[config.mk]
export PLATFORM = sky130hd
export DESIGN_NAME = program_loader
export DESIGN_NICKNAME = d
export VERILOG_FILES = /design/src/rtl/program_loader.sv
export SDC_FILE = /design/constraint.sdc
export NUM_CORES = 1
export LEC_CHECK = 0
export CORE_MARGIN = 8
export CORE_UTILIZATION = 45
export DETAILED_ROUTE_END_ITERATION = 8
export PLACE_DENSITY = 0.8
export SLEW_MARGIN = 40
export SYNTH_ARGS = -nofsm -noshare
export SYNTH_HDL_FRONTEND = slang
export SYNTH_SLANG_ARGS = --single-unit
[constraint.sdc]
create_clock -name clk -period 2.6 [get_ports clk]
set_clock_uncertainty 0.05 [all_clocks]
set_input_delay 0.39 -clock clk [delete_from_list [all_inputs] [get_ports clk]]
set_output_delay 0.39 -clock clk [all_outputs]
set_load 0.02 [all_outputs]
[src/rtl/program_loader.sv]
// Program loader: receives a host byte stream, packs it MSB-first into
// 32-bit words and writes them into instruction memory while holding the
// processor in reset. All outputs are decoded from registered state only.
module program_loader (
    input  logic        clk,
    input  logic        reset,
    input  logic        start,
    input  logic [5:0]  len,
    input  logic        abort,
    input  logic [7:0]  byte_in,
    input  logic        byte_valid,
    output logic        byte_ready,
    output logic        mem_we,
    output logic [7:0]  mem_addr,
    output logic [31:0] mem_data,
    output logic        cpu_reset,
    output logic        busy,
    output logic        done
);

    localparam logic [1:0] IDLE  = 2'd0;
    localparam logic [1:0] RECV  = 2'd1;
    localparam logic [1:0] WRITE = 2'd2;
    localparam logic [1:0] DONE  = 2'd3;

    logic [1:0]  state;
    logic [5:0]  word_idx;
    logic [1:0]  byte_cnt;
    logic [31:0] asm_reg;
    logic [5:0]  len_q;
    logic        byte_take;
    logic        last_word;

    // A byte is only taken in RECV, where byte_ready is high.
    assign byte_take = (state == RECV) && byte_valid;

    // len of 0 stands for 64 words, so the final index is len-1 modulo 64.
    assign last_word = (word_idx == (len_q - 6'd1));

    // Main sequencer: load setup, byte assembly, word stepping and abort.
    always_ff @(posedge clk or negedge reset) begin
        if (!reset) begin
            state    <= IDLE;
            word_idx <= 6'd0;
            byte_cnt <= 2'd0;
            asm_reg  <= 32'd0;
            len_q    <= 6'd0;
        end else begin
            case (state)
                IDLE: begin
                    if (start) begin
                        state    <= RECV;
                        len_q    <= len;
                        word_idx <= 6'd0;
                        byte_cnt <= 2'd0;
                        asm_reg  <= 32'd0;
                    end
                end
                RECV: begin
                    if (abort) begin
                        state    <= IDLE;
                        byte_cnt <= 2'd0;
                        asm_reg  <= 32'd0;
                    end else if (byte_take) begin
                        asm_reg  <= {asm_reg[23:0], byte_in};
                        byte_cnt <= byte_cnt + 2'd1;
                        if (byte_cnt == 2'd3) begin
                            state <= WRITE;
                        end
                    end
                end
                WRITE: begin
                    if (abort) begin
                        state <= IDLE;
                    end else if (last_word) begin
                        state <= DONE;
                    end else begin
                        word_idx <= word_idx + 6'd1;
                        state    <= RECV;
                    end
                end
                default: begin
                    state <= IDLE;
                end
            endcase
        end
    end

    // Moore output decode; memory bus is zero outside the write cycle.
    always_comb begin
        byte_ready = (state == RECV);
        mem_we     = (state == WRITE);
        mem_addr   = (state == WRITE) ? {word_idx, 2'b00} : 8'd0;
        mem_data   = (state == WRITE) ? asm_reg : 32'd0;
        cpu_reset  = (state != IDLE);
        busy       = (state != IDLE);
        done       = (state == DONE);
    end

endmodule
# Word-level counts from Yosys, hierarchy flattened
# Index checks and enable logic that the tools add are counted.
# word_totals
latch_bits	0
memories	0
mem_bits_ro	0
in_bits	19
elab_cells	48
register_bits	48
mem_bits_rw	0
# op_classes
magnitude_cmp	0
div	0
muxes	21
n_addsub	3
n_bitwise	0
n_eq_ne	10
n_reduce_logical	9
shift	0
mul	0
# ops
cell	count
$mux W32	4
$pmux W32 S2	1
$mux W2	9
$mux W6	3
$pmux W6 S2	1
$mux W8	1
$add A6 B1 Y6 const B	1
$eq A2 B2 Y1 const B	3
$eq A6 B6 Y1	1
$ne A2 B2 Y1 const B	3
$ne A3 B2 Y1 const B	2
$pmux W2 S3	1
$reduce_and A3 Y1	2
$reduce_bool A2 Y1	3
$sub A6 B1 Y6 const B	1
$pmux W2 S2	1
$reduce_and A4 Y1	1
$add A2 B1 Y2 const B	1
$eq A2 B1 Y1 const B	1
$logic_not A2 Y1	1
$reduce_and A2 Y1	1
$logic_and A1 B1 Y1	1

# Longest topological paths before layout
# Gate-level depths: netlist (run 1).
# depth
depth_word	5
mapped_depth	7
mapped_depth_nobuf	7

# Least setup slack after synthesis (run 1)
# Ideal clock, no wire load.
# synth_path
kind	flip-flop to flip-flop
start	register len_q[0]
end	register word_idx[0]
synth_period_minus_slack_ns	1.980
slack_ns	0.620
required_time_ns	2.425
arrival_ns	1.804
n_path_buf	0
stages_incl_launch_ff	8
cell_sequence	dfrtp_1 inv_1 ha_1 xor2_1 nand3_1 nor4b_4 a21boi_2 mux2_4
# synth_between
elab_chain_cells	4
# synth_rtl
element	line	rtl
from (decl)	30	logic [5:0] len_q;
from (signal assigned)	53	len_q <= len;
$sub A6 B1 Y6	38	assign last_word = (word_idx == (len_q - 6'd1));
$eq A6 B6 Y1	38	
$ne A2 B2 Y1 (no line)	--	
$reduce_and A4 Y1 (no line)	--	
to (signal assigned)	78	word_idx <= word_idx + 6'd1;
to (decl)	27	logic [5:0] word_idx;
# No other way between the ends.
# A chain may end at the register's enable or synchronous reset.

# Worst setup path in the final report (run 1)
# layout_path
start	register state[1]
end	output mem_data[18]
# layout_between
elab_chain_cells	2
# layout_rtl
element	line	rtl
from (decl)	26	logic [1:0] state;
from (signal assigned)	43	state <= IDLE;
from (signal assigned)	52	state <= RECV;
from (signal assigned)	61	state <= IDLE;
$eq A2 B2 Y1	94	mem_data = (state == WRITE) ? asm_reg : 32'd0;
$mux W32	94	
to (decl)	15	output logic [31:0] mem_data,
# No other way between the ends.

==> results of run 1 <==
## worst max-delay path: cells and delay by family (launching register included)
| kind | cells | cell delay [ns] |
|---|---|---|
| buffers and inverters | 2 | 0.80 |
| DFF | 1 | 0.48 |
| and+or+nand+nor | 2 | 0.40 |
## routing by layer
layer,GRT usage [%],vias to the layer above,wire length [um]
li1,-,934,-
met1,18.78,876,2491
met2,22.13,42,2532
met3,3.033,9,290
met4,6.495,0,120
met5,0,-,0
## power by group
group	switching [W]	internal, W
clock network	0.000237	0.000314
logic	0.000162	0.000129
registers	0.0000446	0.000782
total	0.000443	0.00123
## area by class of cell
type                       count  area share, %
tap                           70          2.707
multi-input combinational    171          34.96
timing repair buffer          67          20.88
sequential                    48          37.12
clock buffer                   6          2.552
inverter                       5         0.5800
clock inverter                 2          1.199
## synth_stat cells
library cell and count:
a211o_1 1, a21boi_2 1, a21o_1 1, a21oi_1 7, a22o_1 27, a31oi_1 1
a31oi_4 1, and2_1 41, and3b_1 1, and4_1 1, buf_2 1, buf_4 6
clkbuf_1 11, conb_1 1, dfrtp_1 48, ha_1 3, inv_1 5, mux2_2 1
mux2_4 1, mux2i_1 5, nand2_1 32, nand2b_1 6, nand3_1 5, nand4_1 2
nor2_1 6, nor2b_1 6, nor3_1 1, nor4_2 1, nor4b_4 1, o21ai_0 10
or3_1 1, xnor2_1 4, xor2_1 2
## path summary, 6_finish.rpt
check / startpoint / endpoint / slack (ns)
max: state[1] / mem_data[18] / 0.19
min: reset / word_idx[3] / 0.04
max reg2reg: len_q[0] / word_idx[0] / 0.45
min reg2reg: asm_reg[27] / asm_reg[27] / 0.43
max in group asynchronous: reset / state[1] / 1.88
min in group clk: asm_reg[27] / asm_reg[27] / 0.43
## metrics by stage
step	hold WS (ns)	utilization (%)	setup WS [ns]	instance area [um2]	power [W]
2_1_floorplan	0.04441	-	0.6205	2439	0.001026
3_3_place_gp	0.3719	60.18	0.4135	3113	0.001122
3_5_place_dp	0.3823	60.21	0.4664	3114	0.001132
4_1_cts	0.05636	62.55	0.1693	3236	0.001686
5_1_grt	0.07412	62.55	0.05342	3236	0.001753
6_report	0.03607	62.55	0.1862	3236	0.001669
## kinds of logic (layout without fill, tap and decap cells)
logic type | after synthesis | in the layout
AND/OR/NAND/NOR | 104 | 104
AO/OA/AOI/OAI | 49 | 49
flip-flops | 48 | 48
buffers and inverters | 23 | 80
multiplexers | 7 | 7
XOR/XNOR | 6 | 6
adder cells (fa/ha/maj) | 3 | 3
other | 1 | 2
## cells in the final DEF, fill, tap and decap left out, types with 2 or more instances in the layout
cell type | synthesis | layout
ha_1 | 3 | 3
nand2_1 | 32 | 32
and2_1 | 41 | 40
xor2_1 | 2 | 2
a21oi_1 | 7 | 7
nand4_1 | 2 | 2
nor2b_1 | 6 | 5
buf_12 | 0 | 2
nor2_1 | 6 | 6
xnor2_1 | 4 | 4
nand2b_1 | 6 | 6
buf_4 | 6 | 4
dfrtp_1 | 48 | 48
nand3_1 | 5 | 5
conb_1 | 1 | 2
a22o_1 | 27 | 27
mux2i_1 | 5 | 5
o21ai_0 | 10 | 10
clkbuf_8 | 0 | 6
clkdlybuf4s50_1 | 0 | 60
inv_1 | 5 | 5
==> impl_results.md, run 1 <==
- Pleak: 1.446 nW
- Slew margin rel.: 61.24%
- Final worst path period share: 92.84%
- Min cycle time layout: 2.414 ns
- Fin. Hold Viols: 0
- Critical Path Fanout Max: 41
- Yosys reg bits: 48
- RSZ-0062 raised after global routing: no
- Max Clock Freq: 414.3 MHz
- Htree depth: 2
- CTS root buf: clkbuf_8
- Share of post-route cells with drive strength above 1: between 7 and 8%
- Non-Filler Instances: 369
- Post-CTS sizing: 0
- CTS Buf Count: 5
- Placed Cells: 361
- Compound-Gate Fraction of Synth Area: between 15 and 20%
- Clock input transition at the sequential cells of the worst setup and hold paths: 0.08 ns
- Register area share after synthesis: 49.33%
- Ranking of synthesized cells by area: dfrtp_1 (49%), and2_1 (11%), a22o_1 (9.7%)
- CP Cell Sequence: nor2b_2 -> buf_12 -> and2_1 -> clkdlybuf4s50_1
- Syn Area/Cell: 10.10 um2
- Initial DRC count: 97
- Slew Viols, Final: 0
- Post-route DRC: 0
- Row cnt: 26
- Crit-path max cell delay: 0.61 ns
- Via density: 5.043
- Slew @ Worst Pin: 0.5814 ns
- Post-synthesis adder-cell area fraction: 1.542%
- Initial antenna violation count: 0
- Worst path slowest cell: clkdlybuf4s50_1
- Vias: 1861
- Drt first pass iters: 4
- Routed WL per cell: 14.73 um
- Clock Tree Buf Depth: 2
- Max Cap Violations: 0
- Cells after Synth: 241
- Max FFs per register: 32
- DP HPWL: 4052 um
- Synth Area in XOR/XNOR: 2.158%
- Worst skew pair latency: slightly below 0.3 ns
- YS warnings: 0
- CTS tree: built
- IO Pins: between 60 and 70
- Port Buffers: 61
- Critical Path RT: roughly 2.2 ns
- Crit path launch type: flip-flop
- Clock sink count: 48
- Synthesized area: 0.002435 mm2
- First-pass GRT wire length: 8928 um
- Vias in the first global route: 1817
- Register area: 0.001201 mm2
- Starting Density: roughly 47%
- Multi-input gate area: 0.001131 mm2
- CP arrival: just under 2 ns
- Peak supply drop: 308.2 uV
- Filler instances: 411
- Reg2reg path depth: 7
- Worst setup EP type: output pin
- Die Area: 0.008020 mm2
- Hold-fix buffers, CTS: 0
- Multiplexer share of the synthesized area: 3.135%
- DRT antenna net count: 0
- Total GRT Usage: 14.35%
- Die H: around 90 um
- Yosys top cell area share: 49.33%
- Largest family of logic cells by synthesized area: simple AND/OR/NAND/NOR gates
- Simple-gate share of the synthesized area: a little under a quarter
- ANT cells: 0
- GP Congestion: 0.8498
- Routed wire length: roughly 5400 um
- Total congestion overflow: 0
- Fin Setup TNS: 0 ns
- Die W: between 80 and 90 um
- Largest net degree at the start of global routing: between 40 and 50
- Status: completed
- Post-synth top area cell: dfrtp_1
- Setup bufs post-CTS: 0
- Hold Crit Class: input port to async pin
- Core area: 0.005172 mm2
- Final Setup Violations: 0
- Unique masters post-synth: 33
- Setup CP Type: flip-flop to output pin
- # nets final: 320
- Pwr dens: 515.7 mW/mm2
- Area Growth Syn to Fin: 32.89%
(Power assumes the default switching activity.)
==> run 2, diff against run 1 <==
--- a/config.mk
+++ b/config.mk
@@ -6,9 +6,9 @@
 export NUM_CORES = 1
 export LEC_CHECK = 0
 export CORE_MARGIN = 8
-export CORE_UTILIZATION = 45
+export CORE_UTILIZATION = 44
 export DETAILED_ROUTE_END_ITERATION = 8
-export PLACE_DENSITY = 0.8
+export PLACE_DENSITY = 0.81
 export SLEW_MARGIN = 40
 export SYNTH_ARGS = -nofsm -noshare
 export SYNTH_HDL_FRONTEND = slang
==> constraint.sdc (replaced) <==
create_clock -name clk -period 2.2 [get_ports clk]
set_clock_uncertainty 0.05 [all_clocks]
set_input_delay 0.33 -clock clk [delete_from_list [all_inputs] [get_ports clk]]
set_output_delay 0.33 -clock clk [all_outputs]
set_load 0.02 [all_outputs]
==> impl_results.md, run 2 (synthesis results as in run 1) <==
- Setup CP Type: flip-flop to flip-flop
- Fin worst setup slack: 0.09044 ns
- Post-Route Utilization: 59.40%
- Status: completed
- Fin Setup TNS: 0 ns
- Port Buffers: 61
- GP Congestion: roughly 0.81
- Die Area: about 0.0082 mm2
- CP arrival: 2.24 ns
- Die W: 90.39 um
- Vias: ~1900
- Clock input transition at the sequential cells of the worst setup and hold paths: roughly 0.09 ns
- Die H: ~90 um
- Pleak: approximately 1.8 nW
- Peak supply drop: 403.0 uV
- Reg-to-reg slack, setup: around 0.090 ns
- Slew margin rel.: between 60% and 70%
- Commonest non-fill, non-tap cell in the layout: dfrtp_1
- Routed wire length: 5677 um
- Placed Cells: 366
- Slew @ Worst Pin: 0.5523 ns
- Vias in the first global route: 1950
- Max FFs per register: 32
- Htree depth: 2
- Area Growth Syn to Fin: 32.68%
- Largest net degree at the start of global routing: 39
- Setup bufs post-CTS: 0
- Clock sink count: 48
- Non-Filler Instances: about 380
- Fin. Hold Viols: 0
- Initial DRC count: 113
- CTS tree: built
- Min cycle time layout: 2.110 ns
- CTS Buf Count: 5
- DP HPWL: 4183 um
- # nets final: 324
- Clock Tree Buf Depth: 2
- Post-route DRC: 0
- Initial antenna violation count: 0
- Final Setup Violations: 0
- Critical Path RT: 2.33 ns
- CP startpoint: len_q[0]
- First-pass GRT wire length: 9680 um
- Critical R2R Launch: len_q[0]
- Filler instances: approximately 490
- DRT antenna net count: 0
- Worst setup EP type: flip-flop
- Hold path start: asm_reg[30]
- Most frequent cells in the layout: dfrtp_1 (48), and2_1 (41), nand2_1 (32)
- Routed WL per cell: roughly 15 um
- Total GRT Usage: 14.22%
- Row cnt: 27
- IO Pins: 64
- Core area: around 0.0054 mm2
- Max Clock Freq: 474.0 MHz
- RSZ-0062 raised after global routing: yes
- Final worst path period share: 95.89%
- Hold Crit Class: flip-flop to flip-flop
- Worst skew pair latency: 0.30 ns
- Share of post-route cells with drive strength above 1: 8.251%
- Final Hold Slack: 0.4261 ns
- Drt first pass iters: 4
- Crit path launch type: flip-flop
- Total congestion overflow: 0
- Max Cap Violations: 0
- Pwr dens: 579.7 mW/mm2
- ANT cells: 0
- CTS root buf: clkbuf_8
- Setup slack at placement: 0.07977 ns
- Starting Density: 44.77%
- Slew Viols, Final: 0
- Via density: 5.104
- Critical Path Fanout Max: 6
[run 2: changes by cell type in the layout (fill, tap and decap cells not counted)]
cell / delta
bufinv_16: -1
clkdlybuf4s50_1: -38
and2_2: -1
inv_6: +1
buf_4: +3
dlygate4sd2_1: +29
clkinv_4: -1
dlymetal6s2s_1: +9
and2_1: +1
dlygate4sd3_1: +1
clkinv_2: +1
[run 2: final cells by class]
cell class                 count  area (um2)  area share (%)
clock buffer                   6       82.58           2.556
clock inverter                 2       13.76          0.4260
inverter                       5       18.77          0.5809
multi-input combinational    171        1130           34.97
sequential                    48        1201           37.18
tap                           72       90.09           2.789
timing repair buffer          71       694.4           21.49
[run 2: where the power goes]
group	switching, W	internal (W)
combinational	0.000196	0.000155
clock	0.000296	0.000257
sequential	0.0000447	0.000925
[run 2: per-layer routing]
metal | global-route usage (%) | wire [um]
met1 | 18.58 | 2668
met2 | 22.64 | 2701
met3 | 3.325 | 246
met5 | 0 | 0
met4 | 4.577 | 61
[run 2: critical path, stage by stage (launching register included)]
cell and delay, ns:
dfrtp_1 0.42, inv_1 0.07, ha_1 0.23, nor2b_1 0.14
or3_1 0.39, a31oi_4 0.26, a21boi_2 0.12, mux2_4 0.31
[run 2: worst paths after layout]
path	to	cells past startpoint
max	word_idx[0]	7
max reg2reg	word_idx[0]	7
max in group asynchronous	asm_reg[17]	3
min reg2reg	asm_reg[30]	2
min in group asynchronous	len_q[5]	2
min	asm_reg[30]	2
[run 2: what timing repair did]
item | in CTS | in global routing
endpoints found under the hold margin | 22 | 0
hold buffers | 1 | 0
setup endpoints to repair | 29 | 10
pin swaps | 0 | 2
gates resized for setup | 29 | 9
[run 2: stage by stage]
step	power (W)	area (um2)
after global routing	0.001972	3231
after global placement	0.001321	3138
after CTS	0.001882	3208
after detailed placement	0.001334	3138
after floorplan	0.001213	2439
final	0.001873	3231
==> run 3, diff against run 2 <==
--- a/config.mk
+++ b/config.mk
@@ -9,6 +9,7 @@
 export CORE_UTILIZATION = 44
 export DETAILED_ROUTE_END_ITERATION = 8
 export PLACE_DENSITY = 0.81
+export RECOVER_POWER = 50
 export SLEW_MARGIN = 40
 export SYNTH_ARGS = -nofsm -noshare
 export SYNTH_HDL_FRONTEND = slang
==> impl_results.md, run 3 (synthesis results as in run 1) <==
- Max Clock Freq: 473.5 MHz
- Critical R2R Launch: len_q[0]
- Initial antenna violation count: 0
- Post-Route Utilization: 59.26%
- Hold Crit Class: flip-flop to flip-flop
- Htree depth: 2
- Critical Path RT: 2.33 ns
- Post-route DRC: 0
- Crit-path max cell delay: 0.42 ns
- Critical Path Fanout Max: 6
- Setup bufs post-CTS: 0
- CTS Buf Count: 5
- Min cycle time layout: 2.112 ns
- Max Cap Violations: 0
- Hold-critical path endpoint: asm_reg[30]
- Crit path launch type: flip-flop
- Die W: 90.39 um
- Status: completed
- Worst R2R End: word_idx[0]
- Largest net degree at the start of global routing: 39
- Setup CP Type: flip-flop to flip-flop
- Commonest non-fill, non-tap cell in the layout: dfrtp_1
- Die Area: 0.008170 mm2
- Fin Setup TNS: 0 ns
- ANT cells: 0
- Placed Cells: 366
- Hold path cells: 2
- Reg-to-reg slack, setup: 0.09 ns
- Hold path start: asm_reg[30]
- Initial DRC count: 127
- Peak supply drop: 401.2 uV
- Routed wire length: 5685 um
- DP HPWL: 4183 um
- Clock input transition at the sequential cells of the worst setup and hold paths: around 0.090 ns
- CP arrival: 2.24 ns
- CP Cell Sequence: inv_1 -> ha_1 -> nor2b_1 -> or3_1 -> a31oi_4 -> a21boi_2 -> mux2_4
- Most frequent cells in the layout: dfrtp_1 (48), and2_1 (39), nand2_1 (32)
- IO Pins: 64
- Die H: 90.39 um
- Routed WL per cell: 15.16 um
- First-pass GRT wire length: 9680 um
- # nets final: approximately 320
- Met2 wire len: 2721 um
- Starting Density: about 45%
- Via density: between 5 and 6
- Non-Filler Instances: 375
- Pleak: between 1.5 and 2 nW
- GP Congestion: 0.8133
- Pwr dens: 579.5 mW/mm2
- Share of post-route cells with drive strength above 1: under 10%
- Tot Pwr: 0.001868 W
- Row cnt: 27
- Area Growth Syn to Fin: 32.37%
- Top Layer Used: met4
- Final Setup Violations: 0
- Slew Viols, Final: 0
- Worst path slowest cell: dfrtp_1
- CTS tree: built
- DRT antenna net count: 0
- Met3 wire len: 235 um
- Slew @ Worst Pin: 1.334 ns
- Post-Route M1 WL: 2667 um
- Fin. Hold Viols: 0
- Vias: 1895
- Final worst path period share: 96.00%
- Worst skew pair latency: roughly 0.30 ns
- Worst setup EP type: flip-flop
- Clock Tree Buf Depth: 2
- Drt first pass iters: 4
- RSZ-0062 raised after global routing: yes
- Max FFs per register: 32
- Slew margin rel.: 11.07%
- Total congestion overflow: 0
- Port Buffers: 61
- Reg2reg path depth: 7
- CTS root buf: clkbuf_8
- Total GRT Usage: between 10% and 20%
- Clock sink count: 48
- Vias in the first global route: 1950
- Core area: 0.005439 mm2
[run 3: cell types whose count changed in the layout (fill, tap and decap cells not counted)]
cell | previous run | this run
buf_2 | 1 | 0
clkbuf_2 | 0 | 1
clkbuf_1 | 0 | 2
and2_0 | 0 | 2
buf_4 | 7 | 5
and2_1 | 41 | 39
[run 3: power by group]
group | switching (W) | leakage [nW] | total [W] | internal, W
combinational | 0.000194 | 1.05 | 0.000346 | 0.000152
clock | 0.000295 | 0.0516 | 0.000552 | 0.000257
sequential | 0.0000450 | 0.655 | 0.000970 | 0.000925
total | 0.000534 | 1.76 | 0.00187 | 0.00133
[run 3: worst max-delay path, delay by kind of cell (launching register included)]
family / cells / cell delay, ns
buffers and inverters: 1 / 0.07
multiplexers: 1 / 0.31
adder cells (fa/ha/maj): 1 / 0.23
flip-flops: 1 / 0.42
AO/OA/AOI/OAI: 2 / 0.38
AND/OR/NAND/NOR: 2 / 0.53
[run 3: worst max-delay path by stage]
stage	from	endpoint	slack, ns	cells past startpoint
3_5_place_dp	len_q[0]	word_idx[0]	0.08	7
2_1_floorplan	len_q[0]	word_idx[0]	0.22	7
3_3_place_gp	len_q[0]	word_idx[0]	0.17	7
4_1_cts	state[0]	mem_data[24]	0.005	4
5_1_grt	len_q[0]	word_idx[0]	-0.04	7
6_report	len_q[0]	word_idx[0]	0.09	7
[run 3: layout make-up]
class / instances / area, um2
fillers: 490 / 2216
repair buffers: 71 / 686.9
multi-input cells: 171 / 1130
well taps: 72 / 90.09
clock inverters: 2 / 13.76
clock buffers: 6 / 82.58
flip-flops and latches: 48 / 1201
inverters: 5 / 18.77
[run 3: timing repair]
action | 4_1_cts | 5_1_grt
gates resized for setup | 29 | 9
hold buffers | 1 | 0
pin swaps | 0 | 2
endpoints found under the hold margin | 22 | 0
endpoints found under the setup margin | 29 | 10
[run 3: metal layers]
layer,global-route usage (%),up-vias
li1,-,935
met1,18.58,918
met2,22.64,37
met3,3.325,5
met4,4.577,0
met5,0,-
[run 3: through the flow]
| step | instance area, um2 | setup slack [ns] | hold WS (ns) |
|---|---|---|---|
| global placement | 3138 | 0.1719 | 0.2942 |
| detailed placement | 3138 | 0.07977 | 0.2976 |
| finish | 3223 | 0.08796 | 0.4258 |
| floorplan | 2439 | 0.2205 | -0.01559 |
| global route | 3223 | -0.04372 | 0.4498 |
| CTS | 3208 | 0.004825 | 0.4325 |
